[config.mk]
export PLATFORM = sky130hd
export DESIGN_NAME = mem_stage
export DESIGN_NICKNAME = d
export VERILOG_FILES = /design/src/rtl/mem_stage_pkg.sv /design/src/rtl/mem_stage_store_align.sv /design/src/rtl/mem_stage.sv
export SDC_FILE = /design/constraint.sdc
export NUM_CORES = 1
export LEC_CHECK = 0
export CAP_MARGIN = 30
export CORE_AREA = 5 5 218 220
export CTS_BUF_LIST = sky130_fd_sc_hd__clkbuf_4 sky130_fd_sc_hd__clkbuf_8
export CTS_CLUSTER_SIZE = 12
export DETAILED_ROUTE_END_ITERATION = 8
export DIE_AREA = 0 0 223 225
export PLACE_DENSITY = 0.52
export SYNTH_ARGS = -nofsm -noshare
export SYNTH_HDL_FRONTEND = slang
export SYNTH_SLANG_ARGS = --single-unit
[constraint.sdc]
create_clock -name clk -period 2.3 [get_ports clk]
set_input_delay 0.23 -clock clk [delete_from_list [all_inputs] [get_ports clk]]
set_output_delay 0.23 -clock clk [all_outputs]
set_load 0.03 [all_outputs]
[src/rtl/mem_stage_pkg.sv]
// Shared encodings for the MEM pipeline stage: FSM states, load/store type
// bundles, data_size constants and the alignment check used by MEM_ADDR_ERR_EN.
package mem_stage_pkg;

   typedef enum logic [1:0] {
      S_IDLE = 2'd0,
      S_REQ  = 2'd1,
      S_WAIT = 2'd2,
      S_DONE = 2'd3
   } mem_state_t;

   localparam logic [1:0] STORE_SW  = 2'b00;
   localparam logic [1:0] STORE_SH  = 2'b01;
   localparam logic [1:0] STORE_SB  = 2'b10;
   localparam logic [1:0] STORE_RSV = 2'b11;

   // LoadType bundle: [6] LB, [5] LBU, [4] LH, [3] LHU, [2:0] word family
   // (bit 0 plain LW; bits 2:1 LWL/LWR, which are unaligned by design).
   localparam int unsigned LD_LB  = 6;
   localparam int unsigned LD_LBU = 5;
   localparam int unsigned LD_LH  = 4;
   localparam int unsigned LD_LHU = 3;
   localparam int unsigned LD_LW  = 0;

   localparam logic [1:0] SIZE_BYTE = 2'd0;
   localparam logic [1:0] SIZE_HALF = 2'd1;
   localparam logic [1:0] SIZE_WORD = 2'd2;

   function automatic logic addr_misaligned(
      input logic       mem_read,
      input logic       mem_write,
      input logic [6:0] load_type,
      input logic [1:0] store_type,
      input logic [1:0] addr_lo
   );
      logic word_acc;
      logic half_acc;
      word_acc = (mem_read && load_type[LD_LW]) ||
                 (mem_write && store_type == STORE_SW);
      half_acc = (mem_read && (load_type[LD_LH] || load_type[LD_LHU])) ||
                 (mem_write && store_type == STORE_SH);
      return (word_acc && addr_lo != 2'b00) || (half_acc && addr_lo[0]);
   endfunction

endpackage

[src/rtl/mem_stage_store_align.sv]
// Store lane replication, byte-strobe and data_size generation for the data bus.
module mem_store_align
   import mem_stage_pkg::*;
(
   input  logic        is_store,
   input  logic [1:0]  store_type,
   input  logic [1:0]  addr_lo,
   input  logic [31:0] rt,
   output logic [31:0] wdata,
   output logic [3:0]  wstrb,
   output logic [1:0]  size
);

   always_comb begin
      wdata = '0;
      wstrb = '0;
      size  = SIZE_WORD;
      if (is_store) begin
         case (store_type)
            STORE_SW: begin
               wdata = rt;
               wstrb = '1;
            end
            STORE_SH: begin
               wdata = {2{rt[15:0]}};
               wstrb = addr_lo[1] ? 4'b1100 : 4'b0011;
               size  = SIZE_HALF;
            end
            STORE_SB: begin
               wdata = {4{rt[7:0]}};
               wstrb = 4'b0001 << addr_lo;
               size  = SIZE_BYTE;
            end
            default: begin
               // reserved encoding writes no bytes
               wdata = rt;
               wstrb = '0;
            end
         endcase
      end
   end

endmodule

[src/rtl/mem_stage.sv]
// MEM pipeline stage: stage register, single-outstanding data-bus FSM and
// writeback handoff. Define MEM_ADDR_ERR_EN to flag misaligned accesses (AdE_MEM_WB).
module mem_stage
   import mem_stage_pkg::*;
(
   input  logic        clk,
   input  logic        resetn,
   input  logic        exe_to_mem_valid,
   output logic        mem_allowin,
   input  logic        wb_allowin,
   output logic        mem_to_wb_valid,
   input  logic        MemRead_EXE_MEM,
   input  logic        MemWrite_EXE_MEM,
   input  logic [6:0]  LoadType_EXE_MEM,
   input  logic [1:0]  StoreType_EXE_MEM,
   input  logic [31:0] ALUResult_EXE_MEM,
   input  logic [31:0] RegRdata2_EXE_MEM,
   input  logic [31:0] PC_EXE_MEM,
   input  logic [4:0]  RegWaddr_EXE_MEM,
   input  logic [3:0]  RegWrite_EXE_MEM,
   input  logic        MemToReg_EXE_MEM,
   input  logic        mfc0_EXE_MEM,
   input  logic [1:0]  MFHL_EXE_MEM,
   input  logic [31:0] HI_EXE_MEM,
   input  logic [31:0] LO_EXE_MEM,
   input  logic [31:0] cp0Rdata_EXE_MEM,
   output logic        MemRead_MEM_WB,
   output logic        MemWrite_MEM_WB,
   output logic [6:0]  LoadType_MEM_WB,
   output logic [1:0]  StoreType_MEM_WB,
   output logic [31:0] ALUResult_MEM_WB,
   output logic [31:0] RegRdata2_MEM_WB,
   output logic [31:0] PC_MEM_WB,
   output logic [4:0]  RegWaddr_MEM_WB,
   output logic [3:0]  RegWrite_MEM_WB,
   output logic        MemToReg_MEM_WB,
   output logic        mfc0_MEM_WB,
   output logic [1:0]  MFHL_MEM_WB,
   output logic [31:0] HI_MEM_WB,
   output logic [31:0] LO_MEM_WB,
   output logic [31:0] cp0Rdata_MEM_WB,
   output logic [31:0] MemRdata_MEM_WB,
`ifdef MEM_ADDR_ERR_EN
   output logic        AdE_MEM_WB,
`endif
   output logic        data_req,
   output logic        data_wr,
   output logic [1:0]  data_size,
   output logic [31:0] data_addr,
   output logic [31:0] data_wdata,
   output logic [3:0]  data_wstrb,
   input  logic        data_addr_ok,
   input  logic        data_data_ok,
   input  logic [31:0] data_rdata
);

   mem_state_t state;
   logic       valid;
   logic       ready_go;
   logic       load_en;
   logic       start_exe;
   logic       addr_err_exe;
   logic       ade;
   logic       mem_busy;

`ifdef MEM_ADDR_ERR_EN
   assign addr_err_exe = addr_misaligned(MemRead_EXE_MEM, MemWrite_EXE_MEM,
                                         LoadType_EXE_MEM, StoreType_EXE_MEM,
                                         ALUResult_EXE_MEM[1:0]);

   always_ff @(posedge clk or negedge resetn) begin
      if (!resetn)
         AdE_MEM_WB <= 1'b0;
      else if (load_en)
         AdE_MEM_WB <= addr_err_exe;
   end

   assign ade = AdE_MEM_WB;
`else
   assign addr_err_exe = 1'b0;
   assign ade          = 1'b0;
`endif

   // Faulting or non-memory instructions never wait on the bus.
   assign mem_busy        = (MemRead_MEM_WB || MemWrite_MEM_WB) && !ade;
   assign ready_go        = !mem_busy || (state == S_DONE);
   assign mem_allowin     = !valid || (ready_go && wb_allowin);
   assign mem_to_wb_valid = valid && ready_go;
   assign load_en         = mem_allowin && exe_to_mem_valid;
   assign start_exe       = load_en && (MemRead_EXE_MEM || MemWrite_EXE_MEM) && !addr_err_exe;

   always_ff @(posedge clk or negedge resetn) begin
      if (!resetn) begin
         valid             <= 1'b0;
         MemRead_MEM_WB    <= 1'b0;
         MemWrite_MEM_WB   <= 1'b0;
         LoadType_MEM_WB   <= '0;
         StoreType_MEM_WB  <= '0;
         ALUResult_MEM_WB  <= '0;
         RegRdata2_MEM_WB  <= '0;
         PC_MEM_WB         <= '0;
         RegWaddr_MEM_WB   <= '0;
         RegWrite_MEM_WB   <= '0;
         MemToReg_MEM_WB   <= 1'b0;
         mfc0_MEM_WB       <= 1'b0;
         MFHL_MEM_WB       <= '0;
         HI_MEM_WB         <= '0;
         LO_MEM_WB         <= '0;
         cp0Rdata_MEM_WB   <= '0;
      end else begin
         if (mem_allowin)
            valid <= exe_to_mem_valid;
         if (load_en) begin
            MemRead_MEM_WB    <= MemRead_EXE_MEM;
            MemWrite_MEM_WB   <= MemWrite_EXE_MEM;
            LoadType_MEM_WB   <= LoadType_EXE_MEM;
            StoreType_MEM_WB  <= StoreType_EXE_MEM;
            ALUResult_MEM_WB  <= ALUResult_EXE_MEM;
            RegRdata2_MEM_WB  <= RegRdata2_EXE_MEM;
            PC_MEM_WB         <= PC_EXE_MEM;
            RegWaddr_MEM_WB   <= RegWaddr_EXE_MEM;
            RegWrite_MEM_WB   <= RegWrite_EXE_MEM;
            MemToReg_MEM_WB   <= MemToReg_EXE_MEM;
            mfc0_MEM_WB       <= mfc0_EXE_MEM;
            MFHL_MEM_WB       <= MFHL_EXE_MEM;
            HI_MEM_WB         <= HI_EXE_MEM;
            LO_MEM_WB         <= LO_EXE_MEM;
            cp0Rdata_MEM_WB   <= cp0Rdata_EXE_MEM;
         end
      end
   end

   // data_ok is only honoured once the request has been accepted, so stray
   // responses in IDLE/DONE (or after a reset) are dropped.
   always_ff @(posedge clk or negedge resetn) begin
      if (!resetn) begin
         state           <= S_IDLE;
         data_req        <= 1'b0;
         MemRdata_MEM_WB <= '0;
      end else begin
         case (state)
            S_IDLE: begin
               if (start_exe) begin
                  state    <= S_REQ;
                  data_req <= 1'b1;
               end
            end
            S_REQ: begin
               if (data_addr_ok) begin
                  data_req <= 1'b0;
                  if (data_data_ok) begin
                     MemRdata_MEM_WB <= data_rdata;
                     state           <= S_DONE;
                  end else begin
                     state <= S_WAIT;
                  end
               end
            end
            S_WAIT: begin
               if (data_data_ok) begin
                  MemRdata_MEM_WB <= data_rdata;
                  state           <= S_DONE;
               end
            end
            S_DONE: begin
               if (valid && wb_allowin) begin
                  if (start_exe) begin
                     state    <= S_REQ;
                     data_req <= 1'b1;
                  end else begin
                     state <= S_IDLE;
                  end
               end
            end
            default: begin
               state    <= S_IDLE;
               data_req <= 1'b0;
            end
         endcase
      end
   end

   assign data_addr = {ALUResult_MEM_WB[31:2], 2'b00};
   assign data_wr   = MemWrite_MEM_WB;

   mem_store_align u_store_align (
      .is_store   (MemWrite_MEM_WB),
      .store_type (StoreType_MEM_WB),
      .addr_lo    (ALUResult_MEM_WB[1:0]),
      .rt         (RegRdata2_MEM_WB),
      .wdata      (data_wdata),
      .wstrb      (data_wstrb),
      .size       (data_size)
   );

endmodule

After elaboration in Yosys (flattened, before gate mapping)
Index checks and enable logic that the tools add are counted.

cells by class
  eq/ne operators = 9
  shift-type cells = 1
  muxes and demuxes = 21
  reductions and logical operators = 18

operators with widths
  operator                                                                number
  32-bit one-hot mux with 2 select lines                                  2
  32-bit two-way mux                                                      3
  4-bit one-hot mux with 3 select lines                                   1
  2-bit two-way mux                                                       5
  4-bit two-way mux                                                       2
  2-bit one-hot mux with 4 select lines                                   1
  2-bit equality test (second input constant)                             3
  2-bit != test (second input constant)                                   3
  1-bit logical AND                                                       5
  1-bit two-way mux                                                       5
  2-bit by 1-bit equality test with 1-bit output (second input constant)  2
  2-bit zero test                                                         2
  1-bit logical OR                                                        4
  2-bit one-hot mux with 2 select lines                                   1
  4-bit AND reduction                                                     1
  1-bit by 2-bit << shifter with 4-bit output (first input constant)      1
  1-bit one-hot mux with 3 select lines                                   1
  3-bit AND reduction                                                     1
  3-bit nonzero test                                                      1
  1-bit zero test                                                         2
  2-bit by 1-bit != test with 1-bit output (second input constant)        1
  2-bit AND reduction                                                     1
  2-bit nonzero test                                                      1

storage, ports and cells
  register bits after elaboration = 252
  bits of input ports = 254
  output and inout port bits = 322
  word-level logic and storage cells = 68

Depth between registers and ports, before layout
  word-level depth = 10
  gate-level depth with buffers = 7

Hierarchy
From an unflattened synthesis, not the netlist that was laid out.

second synthesis, totals
  cell total of the unflattened synthesis = 705
  area total of the unflattened synthesis = 10485.1 µm²

modules (own cells, without submodules)
  module           instances  cells each  area each (µm²)
  mem_stage        1          595         9821.9
  mem_store_align  1          110         663.1

Least setup slack after synthesis
OpenSTA, ideal clock, no wires.

  kind = flip-flop to output port
  from = register StoreType_MEM_WB[0]
  to = output data_wdata[21]
  arrival = 2.220 ns
  required time = 2.070 ns
  slack = -0.150 ns
  stages on the path, launching flop included = 7
  path through = dfrtp_1 > inv_1 > ha_1 > clkbuf_1 > clkbuf_1 > nand3_1 > a21boi_0

on the way
  word-level cells in the longest chain between the ends = 3
  elaborated cells on any way between the ends = 4
  those cells by class = eq/ne (2); mux (2)

ends and longest elaborated chain
  element                                                                                       line                         text
  start: declaration                                                                            mem_stage.sv:30              output logic [1:0] StoreType_MEM_WB,
  start signal: assignment                                                                      mem_stage.sv:117             StoreType_MEM_WB <= StoreType_EXE_MEM;
  2-bit equality test / 2-bit by 1-bit equality test with 1-bit output (equally long branches)  mem_stage_store_align.sv:19  case (store_type)
  32-bit one-hot mux with 2 select lines (*)                                                    mem_stage_store_align.sv:19
  32-bit two-way mux (*)                                                                        mem_stage_store_align.sv:18  if (is_store) begin
  end: declaration                                                                              mem_stage.sv:50              output logic [31:0] data_wdata,

Every way passes the cells marked *; elsewhere a longest branch is shown, timed or not.

Worst setup path after layout
  from = register StoreType_MEM_WB[1]
  to = output data_wdata[11]

Same word-level chain as after synthesis.

==> impl.org <==
** STA
- The clock period could shrink to 2280 ps.
- Slew HR :: 56.8%
- Pins over their slew limit :: 0
- Period Utilization, post-route :: a little over nine tenths
- Transition time of the tightest slew-check pin :: 648 ps
- Setup violations remaining at the end of the flow were counted as 0.
- Maximum achievable frequency :: between 0.4 and 0.5 GHz
- Worst clock skew :: roughly 28 ps
- The count of endpoints failing hold in the final timing report came to 0.
- Setup repair after global routing missed its margin :: true

** Power
- Pleak :: 0.00759 uW
- Power spread over the standard cell area amounts to 1760 mW/mm^2.
- Worst IR drop on VDD :: between 800 and 900 uV

** Clock tree
- For the worst-skew pair, the clock arrives at the later sink with an insertion delay of 600 ps.
- Sinks on the clock net :: 252
- Clock-pin slew reported for the worst setup and hold paths after clock tree synthesis :: 60 ps
- Number of buffers on the longest clock path :: 3
- Clock tree from TritonCTS :: done
- Number of buffers added by the clock tree synthesis step :: 47
- The tree is rooted in a clkbuf_8.
- In this run the number of H-tree levels came out at 2.

** Floorplanning
- Total I/O pin count :: 576
- The floorplan step defined a die boundary enclosing 0.0502 sq mm.
- Total number of placement rows :: 78
- Once the floorplan was initialized, standard cells occupied 23.3% of the core.
- Die outline width :: ~220 microns
- The region available for standard cell placement spans 0.0451 sq mm.
- Y dimension of the die :: 225 microns

** GRT
- Global-route congestion overflow total :: 0
- Entering global routing, the biggest net connects 69 pins.
- In the global route stage, overall resource usage came out at between 10% and 20%.
- The number of global-route vias before repair came to 8792.
- The first global-routing pass estimated 56.8 mm of wire.
- The number of antenna violations at the first check in global routing was 3.

** Synthesis
- Number of standard cells after synthesis :: 705
- The synthesized netlist devotes around 3.3% of its cell area to simple gates.
- Of the total synthesized cell area, the portion taken by XOR and XNOR cells is 0%.
- For this run, the register share of the synthesized area comes to 59.9%.
- Of all cell types, the one taking the most synthesized area is dfrtp_1.
- During synthesis, Yosys emitted a total of 0 warnings.
- Number of flip-flops and latches in the synthesized netlist :: 252
- Portion of synthesized cell area occupied by the leading cell type :: 59.9%
- Top cells by area, synth :: dfrtp_1, mux2_2, mux2_1
- Summing the areas of all compound-gate instances in the mapped netlist gives under 10% of the synthesized area.
- Synth cell types :: 31
- Post-Synthesis Mean Instance Area :: 14.9 sq um
- The mapped netlist covers 0.0105 sq mm.
- The synthesized netlist devotes 1.07% of its cell area to adder and majority cells.
- After synthesis, the share of cell area in mux cells is 26.9%.
- By area, the combinational part of the netlist is dominated by multiplexers.

** Final layout
- Measured on the finished design, the core utilization comes to 40.0%.
- Leaving out filler cells and counting taps, the final layout contains 1927.
- Final net count :: ~1600
- Most used cells in the layout excluding fill and tap cells :: clkdlybuf4s50_1, dfrtp_1, mux2_2
- Leaving out fill and tap cells, the most frequent cell in the layout is clkdlybuf4s50_1.
- Share of final-layout standard cells stronger than drive strength 1 :: 30.4%
- Synthesis-to-layout area growth :: 71.6%

** Run status
- The flow ran to the end, and the final reports show no timing, DRC or antenna violations.

** Route
- Once detail routing completed, the nets flagged for antenna violations numbered 0.
- Wires add up to just under 40 mm.
- Detailed router's first-iteration violation count :: 273
- Dividing the detail-routed wire length by the instance count gives 20.0 microns.
- After detailed routing, the number of remaining DRC violations is 0.
- After detailed routing, the number of vias per cell comes to 4.15.
- Number of iterations in the first detailed-routing pass :: 4
- The final route contains 8005 vias.

** Worst setup path
- Required time of the critical path :: 2070 ps
- Crit. End Element :: output pin
- Critical path fanouts, max :: 8
- The worst setup path is launched from a flip-flop.
- Arrival time reported for the critical path endpoint :: just over 2000 ps
- WS Path Type :: reg -> out

** Placement
- IO Port Bufs :: ~570
- Gp weighted congestion :: 0.791
- Detailed placement finished with a half-perimeter wire length of ~30 mm.
- # placed instances :: 1837

** Job
- Maximum Capacitance Violations :: 0

** Hold path
- Min-Delay Path Class :: in -> async
[metal layers]
layer | wire (microns) | track usage [%] | part of all wire, % | vias up
li1 | - | - | - | 3619
met1 | 13800 | 15.7 | 36 | 3936
met2 | 19900 | 25.9 | 51 | 374
met3 | 3820 | 6.49 | 9.9 | 76
met4 | 1090 | 4.86 | 2.8 | 0
met5 | 0 | 0 | 0 | -
[repair_timing]
item                                    4_1_cts  5_1_grt
hold endpoints to repair                     57        0
pin swaps                                     7       11
resized for setup                            52       21
gates cloned                                  0        0
endpoints found under the setup margin       42       28
hold buffers                                  1        0
buffers inserted                              6        3
[critical path, cell delays in order (launching register included)]
cell and delay (ps):
dfrtp_2 430, inv_4 60, ha_4 330, and2_4 220, a22oi_2 70, nor2b_1 180
buf_4 190
[final timing paths]
check	from	slack (ps)	to	cells past startpoint
max	StoreType_MEM_WB[1]	20	data_wdata[11]	6
min	resetn	170	ALUResult_MEM_WB[4]	2
max reg2reg	state[0]	170	ALUResult_MEM_WB[3]	6
min reg2reg	LO_MEM_WB[9]	490	LO_MEM_WB[9]	1
max in group asynchronous	resetn	1240	MemRdata_MEM_WB[16]	3
min in group clk	cp0Rdata_EXE_MEM[23]	210	cp0Rdata_MEM_WB[23]	2
[state kept, by name (all words and copies together) (netlist names), 2 cells and up]
register and cells:
StoreType_MEM_WB 2, PC_MEM_WB 32, ALUResult_MEM_WB 32, state 2, LoadType_MEM_WB 7, RegRdata2_MEM_WB 32
RegWrite_MEM_WB 4, RegWaddr_MEM_WB 5, HI_MEM_WB 32, MFHL_MEM_WB 2, MemRdata_MEM_WB 32, cp0Rdata_MEM_WB 32
LO_MEM_WB 32
[power by group]
group          total [uW]  switching [uW]  leakage [uW]  internal [uW]
sequential           8390            1650       0.00297           6740
combinational       18900           10400       0.00412           8560
clock                4400            1920      0.000506           2490
[synthesized netlist by cell type]
library cell	count
a21oi_1	3
ha_1	9
o21ai_0	3
or2_2	1
inv_1	9
a21boi_0	8
o221ai_2	1
a22o_1	1
buf_6	13
a22oi_2	1
a22oi_1	16
nand3_1	8
o211a_1	8
nor2_1	10
buf_2	12
a21o_1	1
conb_1	1
a2111oi_2	1
mux2_1	38
buf_4	36
nor2_4	1
clkbuf_1	12
mux2_2	213
nor2b_1	9
and2_1	11
dfrtp_1	252
o21ba_2	1
nand2_1	12
nand2b_1	12
a211oi_1	1
or4_4	1
[kinds of logic after synthesis]
group                      Yosys count
other                                1
buffers and inverters               82
and+or+nand+nor                     65
AOI/OAI and AO/OA                   45
adders and majority gates            9
muxes                              251
DFF                                252
[stage by stage]
step | TNS (ps) | hold slack, ps | total power (uW) | worst slack [ps] | area [sq um]
after floorplan | 0 | -65.6 | 19000 | 53.0 | 10500
after global placement | 0 | 247 | 26800 | 210 | 16800
after detailed placement | 0 | 252 | 26900 | 176 | 16800
after CTS | -33.8 | 147 | 31900 | -14.9 | 17900
after global routing | -651 | 163 | 33400 | -78.9 | 18100
final | 0 | 167 | 31700 | 24.5 | 18100
[area by class of cell]
type	instances	area [sq um]
sequential	252	6310
clock buffer	73	905
inverter	9	36.3
fill	4352	27000
antenna	2	5.00
multi-input combinational	372	3860
clock inverter	5	38.8
tap	600	751
timing repair buffer	614	6150
Power figures use the tool's default switching activity.
